--- config.mk ---
export PLATFORM = sky130hd
export DESIGN_NAME = piano_voices
export DESIGN_NICKNAME = d
export VERILOG_FILES = /design/src/rtl/piano_pkg.sv /design/src/rtl/piano_voices_note_osc.sv /design/src/rtl/piano_voices.sv
export SDC_FILE = /design/constraint.sdc
export NUM_CORES = 1
export LEC_CHECK = 0
export BUFFER_PORTS_ARGS = -buffer_cell sky130_fd_sc_hd__buf_2
export CAP_MARGIN = 0
export CORE_ASPECT_RATIO = 0.7
export CORE_MARGIN = 5
export CORE_UTILIZATION = 65
export CTS_CLUSTER_DIAMETER = 150
export DETAILED_ROUTE_END_ITERATION = 10
export HOLD_SLACK_MARGIN = 0.15
export MAX_ROUTING_LAYER = met4
export PLACE_DENSITY = 0.82
export REMOVE_ABC_BUFFERS = 1
export SETUP_SLACK_MARGIN = 0.15
export SYNTH_ARGS = -nofsm -noshare
export SYNTH_HDL_FRONTEND = slang
export SYNTH_SLANG_ARGS = --single-unit
--- constraint.sdc ---
create_clock -name clk -period 11.1 [get_ports clk]
set_clock_uncertainty 0.1 [all_clocks]
set_input_delay 1.11 -clock clk [delete_from_list [all_inputs] [get_ports clk]]
set_output_delay 1.11 -clock clk [all_outputs]
set_load 0.01 [all_outputs]
--- src/rtl/piano_pkg.sv ---
// Note divisor table for the piano tone generator.
// Each divisor is a full square-wave period in 50 MHz clock cycles.
package piano_pkg;

    localparam int NOTE_W = 18;

    localparam int DO4  = 0;
    localparam int RE4  = 1;
    localparam int MI4  = 2;
    localparam int FA4  = 3;
    localparam int SOL4 = 4;
    localparam int LA4  = 5;
    localparam int SI4  = 6;
    localparam int DO5  = 7;

    typedef logic [NOTE_W-1:0] note_div_t;

    localparam note_div_t NOTE_DIV [0:7] = '{
        18'd191113, 18'd170263, 18'd151687, 18'd143173,
        18'd127553, 18'd113637, 18'd101239, 18'd95557
    };

endpackage

--- src/rtl/piano_voices_note_osc.sv ---
// Single-key square-wave oscillator. The period is captured at start and at
// every wrap, so a shift change never cuts a period short.
module note_osc #(
    parameter int DIV_W   = 18,
    parameter int SHIFT_W = 5
) (
    input  logic               clk,
    input  logic               rst,
    input  logic               run,
    input  logic [DIV_W-1:0]   div,
    input  logic [SHIFT_W-1:0] shift,
    output logic               tone
);

    logic [DIV_W-1:0] r_cnt;
    logic [DIV_W-1:0] r_p_lat;
    logic             r_active;

    logic [DIV_W-1:0] w_p_new;
    logic [DIV_W-1:0] w_p_nxt;
    logic [DIV_W-1:0] w_cnt_nxt;
    logic             w_wrap;

    assign w_p_new = div >> shift;
    // Wrap test in one extra bit so a degenerate period of 0 or 1 still wraps.
    assign w_wrap  = ({1'b0, r_cnt} + {{DIV_W{1'b0}}, 1'b1}) >= {1'b0, r_p_lat};

    always_comb begin
        w_p_nxt   = r_p_lat;
        w_cnt_nxt = r_cnt + DIV_W'(1);
        if (!r_active || w_wrap) begin
            w_p_nxt   = w_p_new;
            w_cnt_nxt = '0;
        end
    end

    always_ff @(posedge clk or posedge rst) begin
        if (rst) begin
            r_active <= 1'b0;
            r_cnt    <= '0;
            r_p_lat  <= '0;
            tone     <= 1'b0;
        end else if (!run) begin
            r_active <= 1'b0;
            r_cnt    <= '0;
            tone     <= 1'b0;
        end else begin
            r_active <= 1'b1;
            r_cnt    <= w_cnt_nxt;
            r_p_lat  <= w_p_nxt;
            tone     <= w_cnt_nxt < (w_p_nxt >> 1);
        end
    end

endmodule

--- src/rtl/piano_voices.sv ---
// Polyphonic square-wave generator: key sync, voice limiter, per-key
// oscillators, tone mixer and first-order sigma-delta speaker output.
module piano_voices #(
    parameter int NKEYS     = 8,
    parameter int NVOICES   = 4,
    parameter int DIV_W     = 18,
    parameter int SIM_SHIFT = 0
) (
    input  logic                           clk,
    input  logic                           rst,
    input  logic [NKEYS-1:0]               keys,
    input  logic [1:0]                     octave,
    output logic [NKEYS-1:0]               tone,
    output logic [$clog2(NVOICES+1)-1:0]   mix_sum,
    output logic                           dac_out
);

    import piano_pkg::*;

    localparam int MIX_W   = $clog2(NVOICES + 1);
    localparam int ACC_W   = $clog2(2 * NVOICES + 1);
    localparam int SHIFT_W = $clog2(SIM_SHIFT + 4) + 1;

    logic [NKEYS-1:0]   r_sync1;
    logic [NKEYS-1:0]   r_ks;
    logic [ACC_W-1:0]   r_acc;

    logic [NKEYS-1:0]   w_sounding;
    logic [3:0]         w_nsel;
    logic [SHIFT_W-1:0] w_shift;
    logic [MIX_W-1:0]   w_pop;
    logic [ACC_W:0]     w_s;

    always_ff @(posedge clk or posedge rst) begin
        if (rst) begin
            r_sync1 <= '0;
            r_ks    <= '0;
        end else begin
            r_sync1 <= keys;
            r_ks    <= r_sync1;
        end
    end

    // Lowest-index pressed keys win the available voices.
    always_comb begin
        w_sounding = '0;
        w_nsel     = '0;
        for (int k = 0; k < NKEYS; k++) begin
            if (r_ks[k] && (w_nsel < 4'(NVOICES))) begin
                w_sounding[k] = 1'b1;
                w_nsel        = w_nsel + 4'd1;
            end
        end
    end

    assign w_shift = SHIFT_W'(octave) + SHIFT_W'(SIM_SHIFT);

    for (genvar k = 0; k < NKEYS; k++) begin : g_osc
        note_osc #(
            .DIV_W   (DIV_W),
            .SHIFT_W (SHIFT_W)
        ) u_osc (
            .clk   (clk),
            .rst   (rst),
            .run   (w_sounding[k]),
            .div   (DIV_W'(NOTE_DIV[k])),
            .shift (w_shift),
            .tone  (tone[k])
        );
    end

    always_comb begin
        w_pop = '0;
        for (int k = 0; k < NKEYS; k++) begin
            w_pop = w_pop + MIX_W'(tone[k]);
        end
    end

    assign w_s = {1'b0, r_acc} + (ACC_W+1)'(mix_sum);

    always_ff @(posedge clk or posedge rst) begin
        if (rst) begin
            mix_sum <= '0;
            dac_out <= 1'b0;
            r_acc   <= '0;
        end else begin
            mix_sum <= w_pop;
            if (w_s >= (ACC_W+1)'(NVOICES)) begin
                dac_out <= 1'b1;
                r_acc   <= ACC_W'(w_s - (ACC_W+1)'(NVOICES));
            end else begin
                dac_out <= 1'b0;
                r_acc   <= ACC_W'(w_s);
            end
        end
    end

endmodule

# After elaboration in Yosys (flattened, before gate mapping)
# Index checks and enable logic that the tools add are counted.
# word_totals
elab_cells,196
output_inout_bits,12
reg_bits,328
# classes
shift,8
reduce_logical,31
n_addsub,31
n_mux,57
n_lt_le_gt_ge,24
# op_table
op,n
2-to-1 mux 18 bit,24
"adder 18 x 1 -> 19 bit, second input constant",8
>= comparator 19 x 18 -> 1 bit,8
"adder 18 x 1 -> 18 bit, second input constant",8
< comparator 18 x 17 -> 1 bit,8
">> shifter 17 x 2 -> 18 bit, first input constant",4
">> shifter 18 x 2 -> 18 bit, first input constant",4
"< comparator 4 x 3 -> 1 bit, second input constant",7
2-to-1 mux 4 bit,7
2-to-1 mux 1 bit,26
"adder 4 x 1 -> 4 bit, second input constant",6
AND reduction 2 bit,8
adder 3 x 1 -> 3 bit,5
logical NOT 1 bit,8
logical OR 1 bit,8
logical AND 1 bit,7
adder 4 x 3 -> 5 bit,1
">= comparator 5 x 3 -> 1 bit, second input constant",1
"subtractor 4 x 3 -> 4 bit, second input constant",1
adder 2 x 1 -> 3 bit,1
adder 1 x 1 -> 2 bit,1

# Logic depth before layout (Yosys ltp)
# Gate-level depths: netlist (run 1).
# depth
ltp_word,23
mapped_depth,25

# Cells and area by module
# Synthesis (run 1) repeated with hierarchy kept, for this count alone.
# unflattened
cells_unflattened,2960
hier_area_um2,27715.3
# by_module_without_submodules
mod,seq_area_each_um2,n_inst,area_each_um2,cells_per_inst
note_osc at g_osc[2].u_osc ...,950.9,6,3278.1,352
note_osc at g_osc[0].u_osc ...,950.9,2,3389.5,368
piano_voices,600.6,1,1267.5,112

# Worst setup path after synthesis (run 1)
# No wires, ideal clock.
# synth_path
kind,register to register
startpoint,register g_osc[1].u_osc.r_cnt[0]
endpoint,register g_osc[1].u_osc.tone
arrival_ns,4.770
stages_incl_launch_ff,24
period_less_slack_ns,4.970
path_slack_ns,6.130
setup_ns,0.099
path_buffers,1
path_cell_list,dfrtp_1 -> ha_1 -> nand3_1 -> nor3_1 -> and3_1 -> xnor2_1 -> inv_1 -> ha_1 -> a21oi_1 -> o21ai_0 -> nor2b_1 -> nor4b_1 -> nand3_1 -> buf_2 -> nor2_1 -> a21oi_1 -> ha_1 -> a21o_1 -> a211o_1 -> o211ai_1 -> a21oi_1 -> a2111oi_0 -> o21ai_0 -> a311oi_1
# synth_between
elab_chain_len,6
elab_cells_between_ends,8
cone_classes,add/sub (2); order compare (2); mux (3); reduce/logical (1)
# synth_rtl
element,line_no,text
from (decl),piano_voices_note_osc.sv:15,logic [DIV_W-1:0] r_cnt;
from (signal assigned),piano_voices_note_osc.sv:49,r_cnt <= w_cnt_nxt;
adder 18 x 1 -> 19 bit,piano_voices_note_osc.sv:26,"assign w_wrap = ({1'b0, r_cnt} + {{DIV_W{1'b0}}, 1'b1}) >= {1'b0, r_p_lat};"
>= comparator 19 x 18 -> 1 bit,piano_voices_note_osc.sv:26,
logical OR 1 bit,piano_voices_note_osc.sv:31,if (!r_active || w_wrap) begin
2-to-1 mux 18 bit,piano_voices_note_osc.sv:31,
< comparator 18 x 17 -> 1 bit (*),piano_voices_note_osc.sv:51,tone <= w_cnt_nxt < (w_p_nxt >> 1);
2-to-1 mux 1 bit (*),piano_voices_note_osc.sv:43,end else if (!run) begin
to (signal assigned),piano_voices_note_osc.sv:51,
to (decl),piano_voices_note_osc.sv:12,output logic tone
# Mark *: on every way between the ends. The rest lies on a longest branch, timed or not.
# A chain may end at the register's enable or synchronous reset.

# Worst setup path in the final report (run 1)
# layout_path
startpoint,register g_osc[2].u_osc.r_cnt[0]
endpoint,register g_osc[2].u_osc.tone
# layout_between
elab_chain_len,6
elab_cells_between_ends,8
cone_classes,add/sub (2); order compare (2); mux (3); reduce/logical (1)
# layout_rtl
element,line_no
from (decl),piano_voices_note_osc.sv:15
from (signal assigned),piano_voices_note_osc.sv:49
adder 18 x 1 -> 19 bit,piano_voices_note_osc.sv:26
>= comparator 19 x 18 -> 1 bit,piano_voices_note_osc.sv:26
logical OR 1 bit,piano_voices_note_osc.sv:31
2-to-1 mux 18 bit,piano_voices_note_osc.sv:31
< comparator 18 x 17 -> 1 bit (*),piano_voices_note_osc.sv:51
2-to-1 mux 1 bit (*),piano_voices_note_osc.sv:43
to (signal assigned),piano_voices_note_osc.sv:51
to (decl),piano_voices_note_osc.sv:12
# Marks and branches as above.

==> results of run 1 <==
[stage by stage]
stage	setup slack [ns]	util	hold WS [ns]	power, uW
finish	4.847	0.7072	0.2537	3490
global route	4.281	0.7072	0.2626	3681
CTS	4.864	0.7072	0.2572	3499
detailed placement	4.991	0.6730	0.2373	2294
global placement	5.351	0.6730	0.2338	2243
floorplan	0.8069	-	0.2312	2045
[where the power goes]
part,internal [uW],total [uW],leakage [uW],switching (uW)
clock,708,1200,0.000573,490
sequential,1340,1450,0.00423,102
combinational,329,846,0.00782,517
total,2380,3490,0.0126,1110
[worst min-delay path by stage]
stage | end | slack (ns) | cells after the start
after global placement | r_ks[1] | 0.23 | 0
after global routing | r_ks[4] | 0.26 | 0
final | r_ks[2] | 0.25 | 0
after detailed placement | r_ks[5] | 0.24 | 0
after CTS | r_ks[2] | 0.26 | 0
after floorplan | r_ks[0] | 0.23 | 0
[synthesized netlist by cell type, types with 33 or more instances]
library cell,count
a21o_1,46
a21oi_1,138
and3_1,33
clkbuf_1,50
dfrtp_1,328
ha_1,299
inv_1,309
mux2_2,38
mux2i_1,37
nand2_1,156
nand3_1,93
nand4_1,52
nor2_1,372
nor3_1,46
o21ai_0,134
xnor2_1,70
xor2_1,64
[final cells by class]
| class | count | area (sq um) | area share |
|---|---|---|---|
| inverters | 311 | 1175 | 0.04930 |
| well taps | 464 | 580.6 | 0.02436 |
| multi-input cells | 1801 | 12500 | 0.5244 |
| repair buffers | 37 | 220.2 | 0.009240 |
| clock inverters | 10 | 132.6 | 0.005565 |
| clock buffers | 49 | 1018 | 0.04273 |
| flip-flops and latches | 328 | 8208 | 0.3444 |
[worst max-delay path, stage by stage, from the launching register on]
cell and delay (ns):
dfrtp_1 0.43, and4_1 0.26, nor3b_1 0.59, nor3b_1 0.31
xnor2_1 0.22, inv_1 0.08, ha_1 0.31, nand2_1 0.08
nand3b_1 0.10, a2111oi_0 0.39, a21oi_1 0.14, a211oi_2 0.54
nand2_1 0.88, mux2i_1 0.44, ha_1 0.30, a21oi_1 0.14
nor2b_1 0.06, o21ai_0 0.15, a21oi_1 0.09, nor4b_1 0.26
nand2_1 0.08, nor3b_1 0.18
[registers in the layout (all words and copies together), names as in the netlist]
| name | cells |
|---|---|
| g_osc.u_osc.r_p_lat | 144 |
| g_osc.u_osc.r_active | 8 |
| dac_out | 1 |
| mix_sum | 3 |
| r_sync1 | 8 |
| r_acc | 4 |
| r_ks | 8 |
| g_osc.u_osc.r_cnt | 144 |
| g_osc.u_osc.tone | 8 |
[logic make-up after synthesis]
kind of cell / Yosys count / synth area share
XOR/XNOR: 134 / 0.05259
AND/OR/NAND/NOR: 846 / 0.1734
buffers and inverters: 408 / 0.07277
multiplexers: 86 / 0.04300
AO/OA/AOI/OAI: 431 / 0.1184
flip-flops: 328 / 0.3678
adder cells (fa/ha/maj): 304 / 0.1721
[per-layer routing]
metal	GRT usage	vias up	share of wire
li1	-	8534	-
met1	0.4204	8757	0.46
met2	0.4553	533	0.45
met3	0.03815	112	0.063
met4	0.08342	0	0.027
met5	-	-	0
==> reports/qor.yml, run 1 <==
cts:
  clk_latency_ns: 0.53
  numCtsBuffers: 34
  ctsResizeCount: 0
  h-tree-depth: 2
  path_clk_slew_ns: 0.06
  post_cts_buffers: 0
  cts_hold_buf: 0
  cts_tree: "done"
  cts_buffer_depth: 3
  root_buffer: "clkbuf_16"
  clock-sinks: 328
critical_path:
  ff2ff_path_depth: 21
  r2r_start: "g_osc[2].u_osc.r_cnt[0]"
  regToRegEndpoint: "g_osc[2].u_osc.tone"
  worstSetupEndpointType: "register"
  worstPathMaxFanout: 31
  crit_path_start_kind: "register"
  cp.required_ns: 11.44
  crit_start: "g_osc[2].u_osc.r_cnt[0]"
  critical_path_class: "reg2reg"
  crit_path_end: "g_osc[2].u_osc.tone"
  reg2reg_setup_slack_ns: 4.85
  worstPathArrival_ns: 6.59
min_path:
  hold_start: "r_sync1[2]"
  hold_class: "reg2reg"
yosys:
  avgSynthCellArea_sq_um: 8.796
  synth_ff_type: "dfrtp_1"
  yosysWarningCount: 0
  synthCells: 2537
  yosysTopAreaCellShare: 0.3678
  ys_seq_elements: 328
  synthTopCellsByArea: "dfrtp_1 (37%), ha_1 (17%), nor2_1 (6.3%)"
  synth_cell_type_count: 73
  synthArstFlopShare: 1.000
  synth.cell_area_sq_mm: 0.02232
  synth.largest_area_cell: "dfrtp_1"
  seq_area_frac_synth: 0.3678
  synth_edf_count: 0
grt:
  grt_pass1_wl_um: 89930
  grt_max_degree: 121
  grt-ovfl-total: 0
  antenna_found_initial: 1
  grt.total_usage: 0.2966
  grt_pass1_vias: 17750
outcome:
  status: "finished clean"
cells_and_area:
  layout.cells.most_common: "nor2_1"
  finish.instance_area_sq_mm: 0.02383
  final_cells: 3000
  finish.net_count: 2829
  fillers: 2616
  syn2layout_area_growth_pct: 6.795
  drive_above_1_share: 0.06546
  diodes: 0
  mostFrequentLayoutCells: "nor2_1 (372), dfrtp_1 (328), inv_1 (308)"
drt:
  via_per_inst: 5.979
  routed_wl_um: 54490
  wl_per_cell_um: 18.16
  first_pass_iters: 6
  vias: 17940
  drt-initial-drc-count: 1627
  ant_nets: 0
  drc: 0
sta:
  fin_crit_ns: 6.253
  rsz0062_at_grt: "false"
  worstMarginPinSlew_ns: 1.253
  tns_ns: 0
  period_share: 0.5633
  setup_violations: 0
  timing.final.hold_violations: 0
  slew_headroom: 0.1628
  max_freq_ghz: 0.1599
  drv_slew: 0
floorplanning:
  ioPinCount: 24
  num_rows: 56
  die_x_um: 231.5
  die_area_sq_mm: 0.03820
  chipHeight_um: 165.0
  core-area_sq_mm: 0.03370
  initial_core_util: 0.6622
pwr:
  p_leak_uw: 0.01263
  power_density_mw_per_mm2: 146.4
  ir_worst_vdd_mv: 0.09641
placed_design:
  io_buffers: 23
  hpwl_um: 39240
  gp_congestion: 0.9187
  place_area_sq_mm: 0.02268
  dp.cells: 2941
run:
  max_cap_viol_count: 0
(Power assumes the default switching activity.)
==> run 2, diff against run 1 <==
--- a/config.mk
+++ b/config.mk
@@ -5,6 +5,7 @@
 export SDC_FILE = /design/constraint.sdc
 export NUM_CORES = 1
 export LEC_CHECK = 0
+export ABC_AREA = 1
 export BUFFER_PORTS_ARGS = -buffer_cell sky130_fd_sc_hd__buf_2
 export CAP_MARGIN = 0
 export CORE_ASPECT_RATIO = 0.7
==> constraint.sdc (replaced) <==
create_clock -name clk -period 6.35 [get_ports clk]
set_clock_uncertainty 0.1 [all_clocks]
set_input_delay 0.635 -clock clk [delete_from_list [all_inputs] [get_ports clk]]
set_output_delay 0.635 -clock clk [all_outputs]
set_load 0.01 [all_outputs]
==> run 2 against run 1 <==
  * Core utilization fell by 0.19 points
  * Sequential share of layout area is 2.1 points lower
  * Cell count increased by 21%
  * Hold slack worse by 0.11 ns
  * Clock power grew 85%
  * Combinational power is 99% higher
  * Critical path type unchanged
  * Largest cell class unchanged
==> reports/qor.yml, run 2 <==
critical_path:
  worstPathMaxFanout: 52  # was 31
  worstPathArrival_ns: 5.83  # was 6.59 ns
  max_stage_delay_ns: 0.51  # was 0.88 ns
  r2r_start: "g_osc[1].u_osc.r_cnt[0]"  # was g_osc[2].u_osc.r_cnt[0]
  worstSetupEndpointType: "register"  # unchanged
  cp.required_ns: 6.68  # was 11.44 ns
  crit_slowest_cell: "clkinv_2"  # was nand2_1
  cp_common_cell: "nor2_1"
  crit_start: "g_osc[1].u_osc.r_cnt[0]"  # was g_osc[2].u_osc.r_cnt[0]
  crit_path_start_kind: "register"  # unchanged
  critical_path_class: "reg2reg"  # unchanged
cells_and_area:
  largestRegisters: "g_osc.u_osc.r_cnt: 144 flops, g_osc.u_osc.r_p_lat: 144 flops"  # unchanged
  final_cells: 3636  # was 3000
  final_util: 0.7053  # was 0.7072
  layout.cells.most_common: "inv_1"  # was nor2_1
  drive_above_1_share: 0.06181  # was 0.06546
  fillers: 2833  # was 2616
  finish.net_count: 3452  # was 2829
  syn2layout_area_growth_pct: 6.908  # was 6.795%
  mostFrequentLayoutCells: "inv_1 (592), nand2_1 (544), nor2_1 (351)"  # was nor2_1 (372), dfrtp_1 (328), inv_1 (308)
sta:
  max_freq_ghz: 0.1820  # was 0.1599 GHz
  holdWs_ns: 0.1459  # was 0.2537 ns
  slew_headroom: 0.3005  # was 0.1628
  drv_slew: 0  # unchanged
  fin_ws_ns: 0.8565  # was 4.847 ns
  setup_violations: 0  # unchanged
  tns_ns: 0  # unchanged
  worstMarginPinSlew_ns: 1.046  # was 1.253 ns
  fin_crit_ns: 5.493  # was 6.253 ns
  rsz0062_at_grt: "false"  # unchanged
  timing.final.hold_violations: 0  # unchanged
  period_share: 0.8651  # was 0.5633
yosys:
  synth_cell_type_count: 52  # was 73
  synthTopCellsByArea: "dfrtp_1 (35%), ha_1 (16%), inv_1 (9.4%)"  # was dfrtp_1 (37%), ha_1 (17%), nor2_1 (6.3%)
  seq_area_frac_synth: 0.3457  # was 0.3678
  yosysTopAreaCellShare: 0.3457  # was 0.3678
  yosysWarningCount: 0  # unchanged
  synth_ff_type: "dfrtp_1"  # unchanged
  synth_edf_count: 0  # unchanged
  synth_common_cells: "inv_1 (593), nand2_1 (544), nor2_1 (351)"  # was nor2_1 (372), dfrtp_1 (328), inv_1 (309)
  yosys.cell_count.top_type: "inv_1"  # was nor2_1
  synth.largest_area_cell: "dfrtp_1"  # unchanged
  avgSynthCellArea_sq_um: 7.545  # was 8.796 sq um
  synth.cell_area_sq_mm: 0.02375  # was 0.02232 sq mm
  synthArstFlopShare: 1.000  # unchanged
  synthCells: 3147  # was 2537
  ys_seq_elements: 328  # unchanged
floorplanning:
  core-area_sq_mm: 0.03599  # was 0.03370 sq mm
  initial_core_util: 0.6597  # was 0.6622
  die_area_sq_mm: 0.04051  # was 0.03820 sq mm
  num_rows: 58  # was 56
  chipHeight_um: 169.9  # was 165.0 um
  die_x_um: 238.4  # was 231.5 um
  ioPinCount: 24  # unchanged
drt:
  drc: 0  # unchanged
  via_per_inst: 5.696  # was 5.979
  ant_nets: 0  # unchanged
  wl_per_cell_um: 16.43  # was 18.16 um
  drt-initial-drc-count: 2074  # was 1627
  routed_wl_um: 59740  # was 54490 um
  vias: 20710  # was 17940
  first_pass_iters: 8  # was 6
grt:
  grt_pass1_vias: 19900  # was 17750
  grt_use_met1: 0.4391  # was 0.4204
  grt-ovfl-total: 0  # unchanged
  grt_busiest_layer: "met2"  # unchanged
  grt_max_degree: 143  # was 121
  grt.total_usage: 0.3064  # was 0.2966
  antenna_found_initial: 1  # unchanged
  grt_pass1_wl_um: 99380  # was 89930 um
  met3_usage: 0.05394  # was 0.03815
  met2_usage: 0.4535  # was 0.4553
cts:
  post_cts_buffers: 0  # unchanged
  ctsResizeCount: 0  # unchanged
  path_clk_slew_ns: 0.07  # was 0.06 ns
  cts_buffer_depth: 3  # unchanged
  cts_tree: "done"  # unchanged
  h-tree-depth: 2  # unchanged
  numCtsBuffers: 34  # unchanged
  root_buffer: "clkbuf_16"  # unchanged
  clk_latency_ns: 0.53  # about the same
  clock-sinks: 328  # unchanged
placed_design:
  post-place-ws_ns: 1.013  # was 4.991 ns
  gp_congestion: 0.9643  # was 0.9187
  io_buffers: 23  # unchanged
  hpwl_um: 44780  # was 39240 um
  dp.cells: 3572  # was 2941
pwr:
  power_density_mw_per_mm2: 250.8  # was 146.4 mW/mm^2
  p_leak_uw: 0.01345  # was 0.01263 uW
  ir_worst_vdd_mv: 0.1864  # was 0.09641 mV
min_path:
  hold_class: "in2async"  # was reg2reg
run:
  max_cap_viol_count: 0  # unchanged
outcome:
  status: "finished clean"  # unchanged
run 2: cell count changes in the layout (fill, tap and decap cells not counted), moves of 38 or more:
cell	delta
mux2_2	-38
a21oi_1	-45
nor3_1	+97
o21ai_0	+97
xnor2_1	-56
inv_1	+284
nand2_1	+388
run 2: power breakdown:
group	switching (uW)	total, uW	internal [uW]
Sequential	128	2470	2340
Combinational	1140	1680	538
Clock	849	2220	1370
Total	2120	6370	4250
run 2: layer usage:
metal / share of wire / routed length (um) / up-vias
met1: 0.46 / 27770 / 9780
met5: 0 / 0 / -
met4: 0.026 / 1551 / 0
met2: 0.43 / 25660 / 736
met3: 0.080 / 4762 / 121
li1: - / - / 10070
run 2: layout make-up:
type | count | area (sq um) | area share
well taps | 480 | 600.6 | 0.02366
flip-flops and latches | 328 | 8208 | 0.3233
multi-input cells | 2110 | 12720 | 0.5009
repair buffers | 42 | 302.8 | 0.01193
clock inverters | 11 | 235.2 | 0.009266
clock buffers | 44 | 982.2 | 0.03869
inverters | 620 | 2338 | 0.09212
diodes | 1 | 2.502 | 0.00009858
run 2: what timing repair did:
action / CTS / global route
endpoints found under the setup margin: 0 / 0
hold buffers: 8 / 0
endpoints found under the hold margin: 8 / 0
run 2: final timing paths:
check,end,slack (ns),cells past startpoint
min in group clk,r_ks[6],0.25,0
worst min-delay path,g_osc[5].u_osc.r_p_lat[5],0.15,2
worst max register to register,g_osc[1].u_osc.tone,0.86,28
worst max-delay path,g_osc[1].u_osc.tone,0.86,28
worst min register to register,r_ks[6],0.25,0
max in group asynchronous,g_osc[3].u_osc.r_cnt[11],4.57,3
run 2: cell families (layout without fill, tap and decap cells):
kind of cell	after synthesis	count (layout)	share of synthesized area
adders and majority gates	304	304	0.1618
AOI/OAI and AO/OA	441	441	0.1036
buffers and inverters	709	717	0.1190
DFF	328	328	0.3457
xor gates and xnor gates	69	69	0.02545
other	0	1	0
and+or+nand+nor	1296	1296	0.2444
run 2: worst max-delay path, delay by kind of cell, from the launching register on:
kind                     cells  cell delay (ns)
AND/OR/NAND/NOR             15             1.73
XOR/XNOR                     1             0.34
AO/OA/AOI/OAI                5             1.16
buffers and inverters        4             0.76
flip-flops                   1             0.48
adder cells (fa/ha/maj)      3             0.82
run 2: metrics by stage:
step	power (uW)	cell area, sq um
after global routing	6730	25390
after floorplan	3641	23250
after detailed placement	4135	24090
final	6368	25390
after CTS	6381	25380
after global placement	4041	24090
